===== config.mk =====
export PLATFORM = sky130hd
export DESIGN_NAME = programmable_clock_divider_flat
export DESIGN_NICKNAME = d
export VERILOG_FILES = /design/src/rtl/programmable_clock_divider_if.sv /design/src/rtl/programmable_clock_divider.sv /design/src/flat_wrapper.sv
export SDC_FILE = /design/constraint.sdc
export NUM_CORES = 1
export LEC_CHECK = 0
export CORE_ASPECT_RATIO = 0.8
export CORE_MARGIN = 2
export CORE_UTILIZATION = 50
export CTS_CLUSTER_DIAMETER = 60
export DETAILED_ROUTE_END_ITERATION = 8
export GPL_ROUTABILITY_DRIVEN = 0
export PLACE_DENSITY = 0.76
export SYNTH_ARGS = -nofsm -noshare
export SYNTH_HDL_FRONTEND = slang
export SYNTH_SLANG_ARGS = --single-unit

===== constraint.sdc =====
create_clock -name clock -period 2.6 [get_ports clock]
set_clock_uncertainty 0.2 [all_clocks]
set_input_delay 0.78 -clock clock [delete_from_list [all_inputs] [get_ports clock]]
set_output_delay 0.78 -clock clock [all_outputs]
set_load 0.02 [all_outputs]

===== src/rtl/programmable_clock_divider_if.sv =====
// Control/status bundle for the programmable clock divider.
// master = the block that programs the divider, slave = the divider itself.
interface programmable_clock_divider_if #(
  parameter int DIV_W = 8
);
  logic             io_enable;
  logic             io_div_valid;
  logic             io_div_ready;
  logic [DIV_W-1:0] io_div_bits;
  logic             io_clock_out;
  logic             io_tick;
  logic             io_running;
  logic [DIV_W-1:0] io_div_current;

  modport master (
    output io_enable, io_div_valid, io_div_bits,
    input  io_div_ready, io_clock_out, io_tick, io_running, io_div_current
  );

  modport slave (
    input  io_enable, io_div_valid, io_div_bits,
    output io_div_ready, io_clock_out, io_tick, io_running, io_div_current
  );
endinterface


===== src/rtl/programmable_clock_divider.sv =====
// Runtime-programmable integer clock divider, N in 2..2^DIV_W-1.
// High phase ceil(N/2), low phase floor(N/2). Divisor changes and
// enable/disable only take effect at period boundaries, so the output
// (a plain flop) never produces a runt pulse.
module programmable_clock_divider #(
  parameter int DIV_W     = 8,
  parameter int RESET_DIV = 2
) (
  input  logic                          clock,
  input  logic                          reset_n,
  programmable_clock_divider_if.slave   io
);

  typedef enum logic {IDLE = 1'b0, RUN = 1'b1} state_e;

  localparam logic [DIV_W-1:0] RST_DIV = DIV_W'(RESET_DIV);
  localparam logic [DIV_W-1:0] MIN_DIV = DIV_W'(2);
  localparam logic [DIV_W-1:0] ONE     = DIV_W'(1);

  state_e           state_q, state_d;
  logic [DIV_W-1:0] cnt_q, cnt_d;
  logic             clk_q, clk_d;
  logic [DIV_W-1:0] div_q, div_d;
  logic [DIV_W-1:0] pend_q, pend_d;
  logic             pend_vld_q, pend_vld_d;

  // One extra bit: ceil(N/2) computed as (N+1)>>1 must not wrap at N=2^DIV_W-1.
  logic [DIV_W:0]   high_len;
  logic [DIV_W-1:0] cnt_inc;
  logic [DIV_W-1:0] div_req;
  logic             at_end;
  logic             ready;
  logic             hs;

  // Period bookkeeping and handshake decode shared by the next-state logic.
  always_comb begin
    high_len = ({1'b0, div_q} + (DIV_W+1)'(1)) >> 1;
    cnt_inc  = cnt_q + ONE;
    at_end   = (state_q == RUN) && (cnt_q == div_q - ONE);
    // In IDLE and at a boundary without a queued value the request can be
    // absorbed directly; otherwise only one request may be outstanding.
    ready    = (state_q == IDLE) || !pend_vld_q;
    hs       = io.io_div_valid && ready;
    div_req  = (io.io_div_bits < MIN_DIV) ? MIN_DIV : io.io_div_bits;
  end

  // Next-state: counter, output phase, divisor staging and run state.
  always_comb begin
    state_d    = state_q;
    cnt_d      = cnt_q;
    clk_d      = clk_q;
    div_d      = div_q;
    pend_d     = pend_q;
    pend_vld_d = pend_vld_q;

    unique case (state_q)
      IDLE: begin
        cnt_d = '0;
        clk_d = 1'b0;
        if (hs) div_d = div_req;
        if (io.io_enable) begin
          state_d = RUN;
          clk_d   = 1'b1;
        end
      end
      RUN: begin
        if (at_end) begin
          // Boundary: a queued divisor wins over a same-cycle request.
          if (pend_vld_q) begin
            div_d      = pend_q;
            pend_vld_d = 1'b0;
          end else if (hs) begin
            div_d = div_req;
          end
          cnt_d = '0;
          if (io.io_enable) begin
            clk_d = 1'b1;
          end else begin
            state_d = IDLE;
            clk_d   = 1'b0;
          end
        end else begin
          cnt_d = cnt_inc;
          clk_d = ({1'b0, cnt_inc} < high_len);
          if (hs) begin
            pend_d     = div_req;
            pend_vld_d = 1'b1;
          end
        end
      end
      default: begin
        state_d = IDLE;
        cnt_d   = '0;
        clk_d   = 1'b0;
      end
    endcase
  end

  // State registers; reset forces the output low immediately.
  always_ff @(posedge clock or negedge reset_n) begin
    if (!reset_n) begin
      state_q    <= IDLE;
      cnt_q      <= '0;
      clk_q      <= 1'b0;
      div_q      <= RST_DIV;
      pend_q     <= '0;
      pend_vld_q <= 1'b0;
    end else begin
      state_q    <= state_d;
      cnt_q      <= cnt_d;
      clk_q      <= clk_d;
      div_q      <= div_d;
      pend_q     <= pend_d;
      pend_vld_q <= pend_vld_d;
    end
  end

  assign io.io_clock_out   = clk_q;
  assign io.io_tick        = at_end;
  assign io.io_running     = (state_q == RUN);
  assign io.io_div_ready   = ready;
  assign io.io_div_current = div_q;

endmodule


===== src/flat_wrapper.sv =====
// flat-port wrapper written by rule: the top's interface ports become plain ports
module programmable_clock_divider_flat 
#(
  parameter int DIV_W     = 8,
  parameter int RESET_DIV = 2
)
  (clock, reset_n, io_io_enable, io_io_div_valid, io_io_div_bits, io_io_div_ready, io_io_clock_out, io_io_tick, io_io_running, io_io_div_current);
  programmable_clock_divider_if #(.DIV_W(DIV_W)) io_i ();
  input  logic clock;
  input  logic reset_n;
  input wire logic [$bits(io_i.io_enable)-1:0] io_io_enable;
  input wire logic [$bits(io_i.io_div_valid)-1:0] io_io_div_valid;
  input wire logic [$bits(io_i.io_div_bits)-1:0] io_io_div_bits;
  output wire logic [$bits(io_i.io_div_ready)-1:0] io_io_div_ready;
  output wire logic [$bits(io_i.io_clock_out)-1:0] io_io_clock_out;
  output wire logic [$bits(io_i.io_tick)-1:0] io_io_tick;
  output wire logic [$bits(io_i.io_running)-1:0] io_io_running;
  output wire logic [$bits(io_i.io_div_current)-1:0] io_io_div_current;
  assign io_i.io_enable = io_io_enable;
  assign io_i.io_div_valid = io_io_div_valid;
  assign io_i.io_div_bits = io_io_div_bits;
  assign io_io_div_ready = io_i.io_div_ready;
  assign io_io_clock_out = io_i.io_clock_out;
  assign io_io_tick = io_i.io_tick;
  assign io_io_running = io_i.io_running;
  assign io_io_div_current = io_i.io_div_current;
  programmable_clock_divider #(.DIV_W(DIV_W), .RESET_DIV(RESET_DIV)) u_core (.clock(clock), .reset_n(reset_n), .io(io_i));
endmodule

==> results of run 1 <==
## final cells by class
type | count | share of cell area
multi-input combinational | 152 | 0.4856
sequential | 27 | 0.2601
timing repair buffer | 63 | 0.2078
tap | 44 | 0.02111
clock buffer | 4 | 0.01727
inverter | 5 | 0.008157
## layer usage
layer	vias up	GRT usage
li1	794	-
met1	773	0.3323
met2	49	0.3304
met3	4	0.03061
met4	0	0.05455
met5	-	0
## cell usage in the layout (no fill, tap or decap), drive strengths merged, types with 2 or more instances in the layout
cell type and n:
buf 41, dfrtp 26, mux2i 21, clkdlybuf4s50 20
nand2 14, nor2 14, xnor2 13, a21oi 11
ha 10, mux2 9, xor2 8, and2 8
nand3 6, nor3 6, nand2b 5, inv 5
o21ai 5, clkbuf 4, a31oi 3, nand4 2
nand3b 2, o31ai 2, dlygate4sd2 2, nor4 2
## cell families (layout without fill, tap and decap cells)
logic type	after synthesis	in the layout	synth area share
adders and majority gates	10	10	0.06468
DFF	27	27	0.3499
buffers and inverters	17	72	0.04786
and+or+nand+nor	63	63	0.1714
xor gates and xnor gates	21	21	0.09509
AOI/OAI and AO/OA	28	28	0.09638
muxes	30	30	0.1746
## power by group through the flow
stage,clock network [W],logic (W),registers [W]
floorplan,0,0.00133,0.000842
global placement,0,0.00207,0.000792
detailed placement,0,0.00209,0.000797
CTS,0.000251,0.00217,0.000788
global route,0.000268,0.00254,0.000828
finish,0.000248,0.00232,0.000800
## registers in the layout (all words and copies together) (netlist names)
name / flops
u_core.cnt_q: 8
u_core.pend_vld_q: 1
u_core.pend_q: 8
u_core.io.io_clock_out: 1
u_core.io.io_div_current: 8
u_core.io.io_running: 1
## repair_timing
action                                  CTS  global route
hold buffers                              0             0
buffers inserted                          4             1
resized for setup                        10            12
endpoints found under the setup margin    3            10
pin swaps                                 4             5
## through the flow
step                      total power, W  std cells
final                           0.003364        295
after global routing            0.003640        295
after CTS                       0.003206        296
after detailed placement        0.002889        288
after global placement          0.002859        288
after floorplan                 0.002176        196
## final timing paths
check	slack (ns)	end	start	depth (start not counted)
min reg2reg	0.33	u_core.pend_q[2]	u_core.pend_q[2]	1
min in group asynchronous	0.66	u_core.pend_q[0]	reset_n	2
max	-0.27	io_io_tick	u_core.io.io_div_current[1]	9
max in group asynchronous	1.23	u_core.io.io_div_current[1]	reset_n	2
min	0.33	u_core.pend_q[2]	u_core.pend_q[2]	1
max reg2reg	0.07	u_core.io.io_clock_out	u_core.io.io_div_current[1]	11
==> impl_metrics.yaml, run 1 <==
timing:
  finalWorstSetupSlack_ns: -0.2667
  rsz0062_at_grt: "yes"
  fin_hold_ws_ns: 0.3261
  maxSlewHeadroom: 0.7405
  final-max-slew-violation-count: 0
  timing_worst_slew_pin_value_ns: 0.3861
  max_freq_mhz: 348.8
  final.period_utilization: 1.103
  setup_tns_ns: -0.2667
  layout_min_cycle_time_ns: 2.867
  finalSetupViolCount: 1
  hold_fails_final_rpt: 0
detailed_routing:
  drt-wirelength-per-cell_um: 15.61
  routed-via-count: 1620
  remaining_drc_errors: 0
  max_used_layer: "met4"
  dr_wl_met3_um: 163
  drt-total-wl_um: 4606
  drt-met1-wl_um: 2279
  firstDrtPassIters: 5
  via_density_per_instance: 5.492
  detail_route.iter0.violations: 160
  detail-route-antenna-nets: 0
  met2_wire_length_um: 2100
place:
  port-buffer-count: 23
  placement.cell_area_um2: 2465
  pre_cts_slack_ns: -0.4493
  post-dp-hpwl_um: 3253
pwr:
  intPower_w: 0.001921
  seq_power_share: 0.238
  comb_power_share: 0.688
  clockPowerShare: 0.074
  power.switching_w: 0.001444
  switching_share: 0.4291
  power_density_nw_per_um2: 1290
  leakage_power_nw: 1.222
  worst_ir_drop_vdd_uv: 680.3
setup_path:
  cp_common_cell: "buf_4"
  cell_chain_critical_path: "buf_4 -> buf_4 -> nor2_1 -> nand2_1 -> xnor2_1 -> o2111a_2 -> nand2_4 -> nor2_4 -> buf_6"
  critPathRequiredTime_ns: 1.62
  critical_path.slowest_cell: "dfstp_2"
  timing_worst_setup_path_type: "register to output port"
  critPathMaxStageDelay_ns: 0.40
  critical_path.max_fanout: 4
  worstSetupEndpointType: "output port"
  critical_path_buf_inv_count: 3
  cp.arrival_ns: 1.89
  cell_family_contributing_the_most_delay_on_the_critical_path: "flip-flops"
  setup.worst_path.start_class: "register"
clock_tree:
  cts.root.buffer_cell: "clkbuf_8"
  h_tree_depth_reported_by_cts: 1
  cts.sinks: 27
  cts_made_buffers: 3
  clock_tree.buffer_depth: 2
  clkTransAtPathRegs_ns: 0.10
  clk_latency_ns: 0.28
  tritoncts_clock_tree: "yes"
yosys:
  synth_top_cell_area_share: 0.3364
  synth-edff-count: 0
  yosys_warnings: 0
  leading_post_synthesis_cells_by_instance_count: "26 x dfrtp_1, 21 x mux2i_1, 14 x nor2_1"
  async_reset_ff_frac: 1.000
  synth.avg_cell_area_um2: 9.869
  synthDistinctLibCells: 45
  postSynth.topFlopCell: "dfrtp_1"
  syn_nets: 218
  post_synth_inst_count: 196
  ys_seq_area_frac: 0.3499
  yosysMostFrequentCell: "dfrtp_1"
  synth_area_um2: 1934
  synth_top_cell_by_area: "dfrtp_1"
  ys_ff_latch: 27
  yosys-top-cells-area: "dfrtp_1 34%, mux2i_1 11%, ha_1 6.5%, xnor2_1 5.9%, mux2_4 5.4%"
global_route:
  grt_overflow: 0
  number_of_antenna_violations_at_the_first_check_in_global_routing: 0
  grt_pass1_vias: 1583
  grt_max_degree: 28
  grt_pass1_wl_um: 7465
  gr-usage-all-layers: 0.2197
outcome:
  status: "finished with violations"
  violations: "setup timing"
job:
  maxCapViolCount: 0
layout:
  finish.utilization: 0.6947
  fillerInstances: 279
  design_area_um2: 2608
  antenna_cells: 0
  final_net_count: 274
  multiInputGateArea_um2: 1266
  areaGrowthSynthToFinish_pct: 34.80
  seq_area_um2: 678.2
  post_route_cells_drive_above_1_share: 0.2869
die:
  initial_utilization: 0.5153
  die_x_um: 73.54
  row_count: 20
  boundaryPins: 24
  dieHeight_um: 59.63
  die_area_um2: 4385
  standard_cell_core_area_um2: 3754
min_path:
  hold_class: "register to register"
(Power assumes the default switching activity.)
==> run 2: changes to the inputs <==
--- a/config.mk
+++ b/config.mk
@@ -5,8 +5,9 @@
 export SDC_FILE = /design/constraint.sdc
 export NUM_CORES = 1
 export LEC_CHECK = 0
+export ABC_AREA = 0
 export CORE_ASPECT_RATIO = 0.8
-export CORE_MARGIN = 2
+export CORE_MARGIN = 5
 export CORE_UTILIZATION = 50
 export CTS_CLUSTER_DIAMETER = 60
 export DETAILED_ROUTE_END_ITERATION = 8
==> run 2 against run 1 <==
Effect of this change: the flow still finishes with violations (setup timing); non-clock buffer count increased by 2; clock power up 2%; critical endpoint unchanged; highest routed layer unchanged; core utilization decreased by 0.89 points.
==> impl_metrics.yaml, run 2 (synthesis gave the netlist of run 1 again) <==
outcome:
  status: "finished with violations"
  violations: "setup timing"
layout:
  antenna_cells: 0
  design_area_um2: 2591
  areaGrowthSynthToFinish_pct: 33.96
  post_route_cells_drive_above_1_share: 0.2846
  final_net_count: 276
  mostFrequentLayoutCells: "41 x buf_4, 24 x dfrtp_1, 21 x mux2i_1, 21 x clkdlybuf4s50_1"
  final_common_cell: "buf_4"
  fillerInstances: 296
  seq_area_um2: 679.4
  multiInputGateArea_um2: 1215
timing:
  maxSlewHeadroom: 0.7506
  finalWorstSetupSlack_ns: -0.2890
  hold_fails_final_rpt: 0
  finalSetupViolCount: 4
  final.period_utilization: 1.111
  final-max-slew-violation-count: 0
  max_freq_mhz: 346.1
  rsz0062_at_grt: "yes"
  layout_min_cycle_time_ns: 2.889
  timing_worst_slew_pin_value_ns: 0.3732
pwr:
  clockPowerShare: 0.077
  power_density_nw_per_um2: 1278
  power.switching_w: 0.001404
  comb_power_share: 0.678
  worst_ir_drop_vdd_uv: 610.0
  design_power_total_w: 0.003311
  leakage_power_nw: 1.213
  seq_power_share: 0.245
  switching_share: 0.4240
  intPower_w: 0.001908
place:
  post-dp-hpwl_um: 3584
  placement.cell_area_um2: 2509
  port-buffer-count: 23
setup_path:
  critical_path.slowest_cell: "dfstp_2"
  cell_family_contributing_the_most_delay_on_the_critical_path: "flip-flops"
  critPathMaxStageDelay_ns: 0.57
  timing_worst_setup_path_type: "register to output port"
  worstSetupEndpointType: "output port"
  reg2reg_setup_slack_ns: -0.04
  critical_path_buf_inv_count: 2
  setup.worst_path.start_class: "register"
  cp.arrival_ns: 1.91
  critPathRequiredTime_ns: 1.62
  reg2reg_depth: 10
  crit-reg2reg-launch: "u_core.io.io_div_current[1]"
  cell_chain_critical_path: "inv_4 -> ha_4 -> xnor2_1 -> and4b_1 -> a41oi_2 -> nand2_2 -> nand2_4 -> nor2_4 -> buf_6"
  capturing_point_of_the_worst_reg2reg_path: "u_core.io.io_clock_out"
  critical_path.max_fanout: 6
min_path:
  min_delay_worst_endpoint: "u_core.pend_q[0]"
  hold_critical_path_depth: 2
  min_from: "u_core.pend_q[0]"
  hold_class: "register to register"
clock_tree:
  clock_tree.buffer_depth: 2
  cts_made_buffers: 3
  h_tree_depth_reported_by_cts: 1
  cts.sinks: 27
  postCtsHoldBufs: 0
  tritoncts_clock_tree: "yes"
  cts.root.buffer_cell: "clkbuf_8"
  clkTransAtPathRegs_ns: 0.10
  clk_latency_ns: 0.28
die:
  die_area_um2: 5220
  initial_utilization: 0.5119
  dieHeight_um: 65.63
  row_count: 20
  boundaryPins: 24
  standard_cell_core_area_um2: 3779
  die_x_um: 79.54
global_route:
  gr-usage-all-layers: 0.1944
  number_of_antenna_violations_at_the_first_check_in_global_routing: 0
  grt_max_degree: 28
  grt_pass1_wl_um: 7962
  grt_pass1_vias: 1682
  grt_overflow: 0
job:
  maxCapViolCount: 0
detailed_routing:
  detail-route-antenna-nets: 0
  via_density_per_instance: 5.321
  firstDrtPassIters: 4
  detail_route.iter0.violations: 120
  drt-wirelength-per-cell_um: 15.28
  remaining_drc_errors: 0
  drt-total-wl_um: 4707
  routed-via-count: 1639
-- run 2: cell count changes in the layout (fill, tap and decap cells not counted), sizes merged --
cell	delta
buf	+2
clkbuf	-1
clkdlybuf4s50	+1
clkinvlp	+1
dlygate4sd2	-1
-- run 2: how the worst max path moves through the flow --
stage	startpoint	endpoint	depth (start not counted)
floorplan	u_core.io.io_div_current[1]	io_io_tick	8
global placement	u_core.io.io_div_current[1]	io_io_tick	8
detailed placement	u_core.io.io_div_current[1]	io_io_tick	8
CTS	u_core.io.io_div_current[1]	io_io_tick	8
global route	u_core.io.io_div_current[1]	io_io_tick	9
finish	u_core.io.io_div_current[1]	io_io_tick	9
-- run 2: layout make-up --
| type | count | area share |
|---|---|---|
| tap | 55 | 0.02656 |
| sequential | 27 | 0.2622 |
| clock inverter | 1 | 0.002897 |
| clock buffer | 3 | 0.01593 |
| timing repair buffer | 65 | 0.2154 |
| inverter | 5 | 0.008209 |
| multi-input combinational | 152 | 0.4689 |
-- run 2: per-layer routing --
layer / vias up / global-route usage / wire (um)
met1: 782 / 0.2792 / 2326
li1: 794 / - / -
met5: - / 0 / 0
met2: 57 / 0.3042 / 2117
met3: 6 / 0.03288 / 203
met4: 0 / 0.04721 / 59
-- run 2: stage by stage --
stage               hold slack, ns    util  setup WS [ns]  std cells  TNS [ns]
CTS                         0.3262  0.6828        -0.3035        307   -0.3035
floorplan                   0.2818       -        -0.1682        196   -0.1682
global route                0.3464  0.6858        -0.3766        308    -1.390
finish                      0.3217  0.6858        -0.2890        308   -0.3618
global placement            0.2932  0.6639        -0.4102        303   -0.4492
detailed placement          0.2964  0.6639        -0.5242        303   -0.6313
-- run 2: worst register-to-register path: stages (launching register included) --
cell and delay, ns:
dfstp_2 0.57, inv_4 0.04, ha_4 0.18, xnor2_1 0.12, and4b_1 0.18, a41oi_2 0.18
nand2_2 0.10, buf_4 0.15, buf_4 0.14, a21oi_2 0.30, mux2_1 0.37
-- run 2: timing repair --
item	4_1_cts	5_1_grt
endpoints found under the setup margin	3	4
resized for setup	11	2
pin swaps	0	2
setup buffers	0	1
-- run 2: power by group through the flow --
stage	Combinational, W	Sequential (W)	Clock, W
after detailed placement	0.00216	0.000812	0
after global routing	0.00246	0.000841	0.000281
after floorplan	0.00133	0.000842	0
final	0.00225	0.000812	0.000254
after CTS	0.00222	0.000809	0.000262
after global placement	0.00212	0.000800	0
==> run 3: changes to the inputs <==
--- a/config.mk
+++ b/config.mk
@@ -6,6 +6,7 @@
 export NUM_CORES = 1
 export LEC_CHECK = 0
 export ABC_AREA = 0
+export ABC_CLOCK_PERIOD_IN_PS = 2600
 export CORE_ASPECT_RATIO = 0.8
 export CORE_MARGIN = 5
 export CORE_UTILIZATION = 50
==> results of run 3 <==
The final DEF is identical to that of run 2; final timing and power are the same.
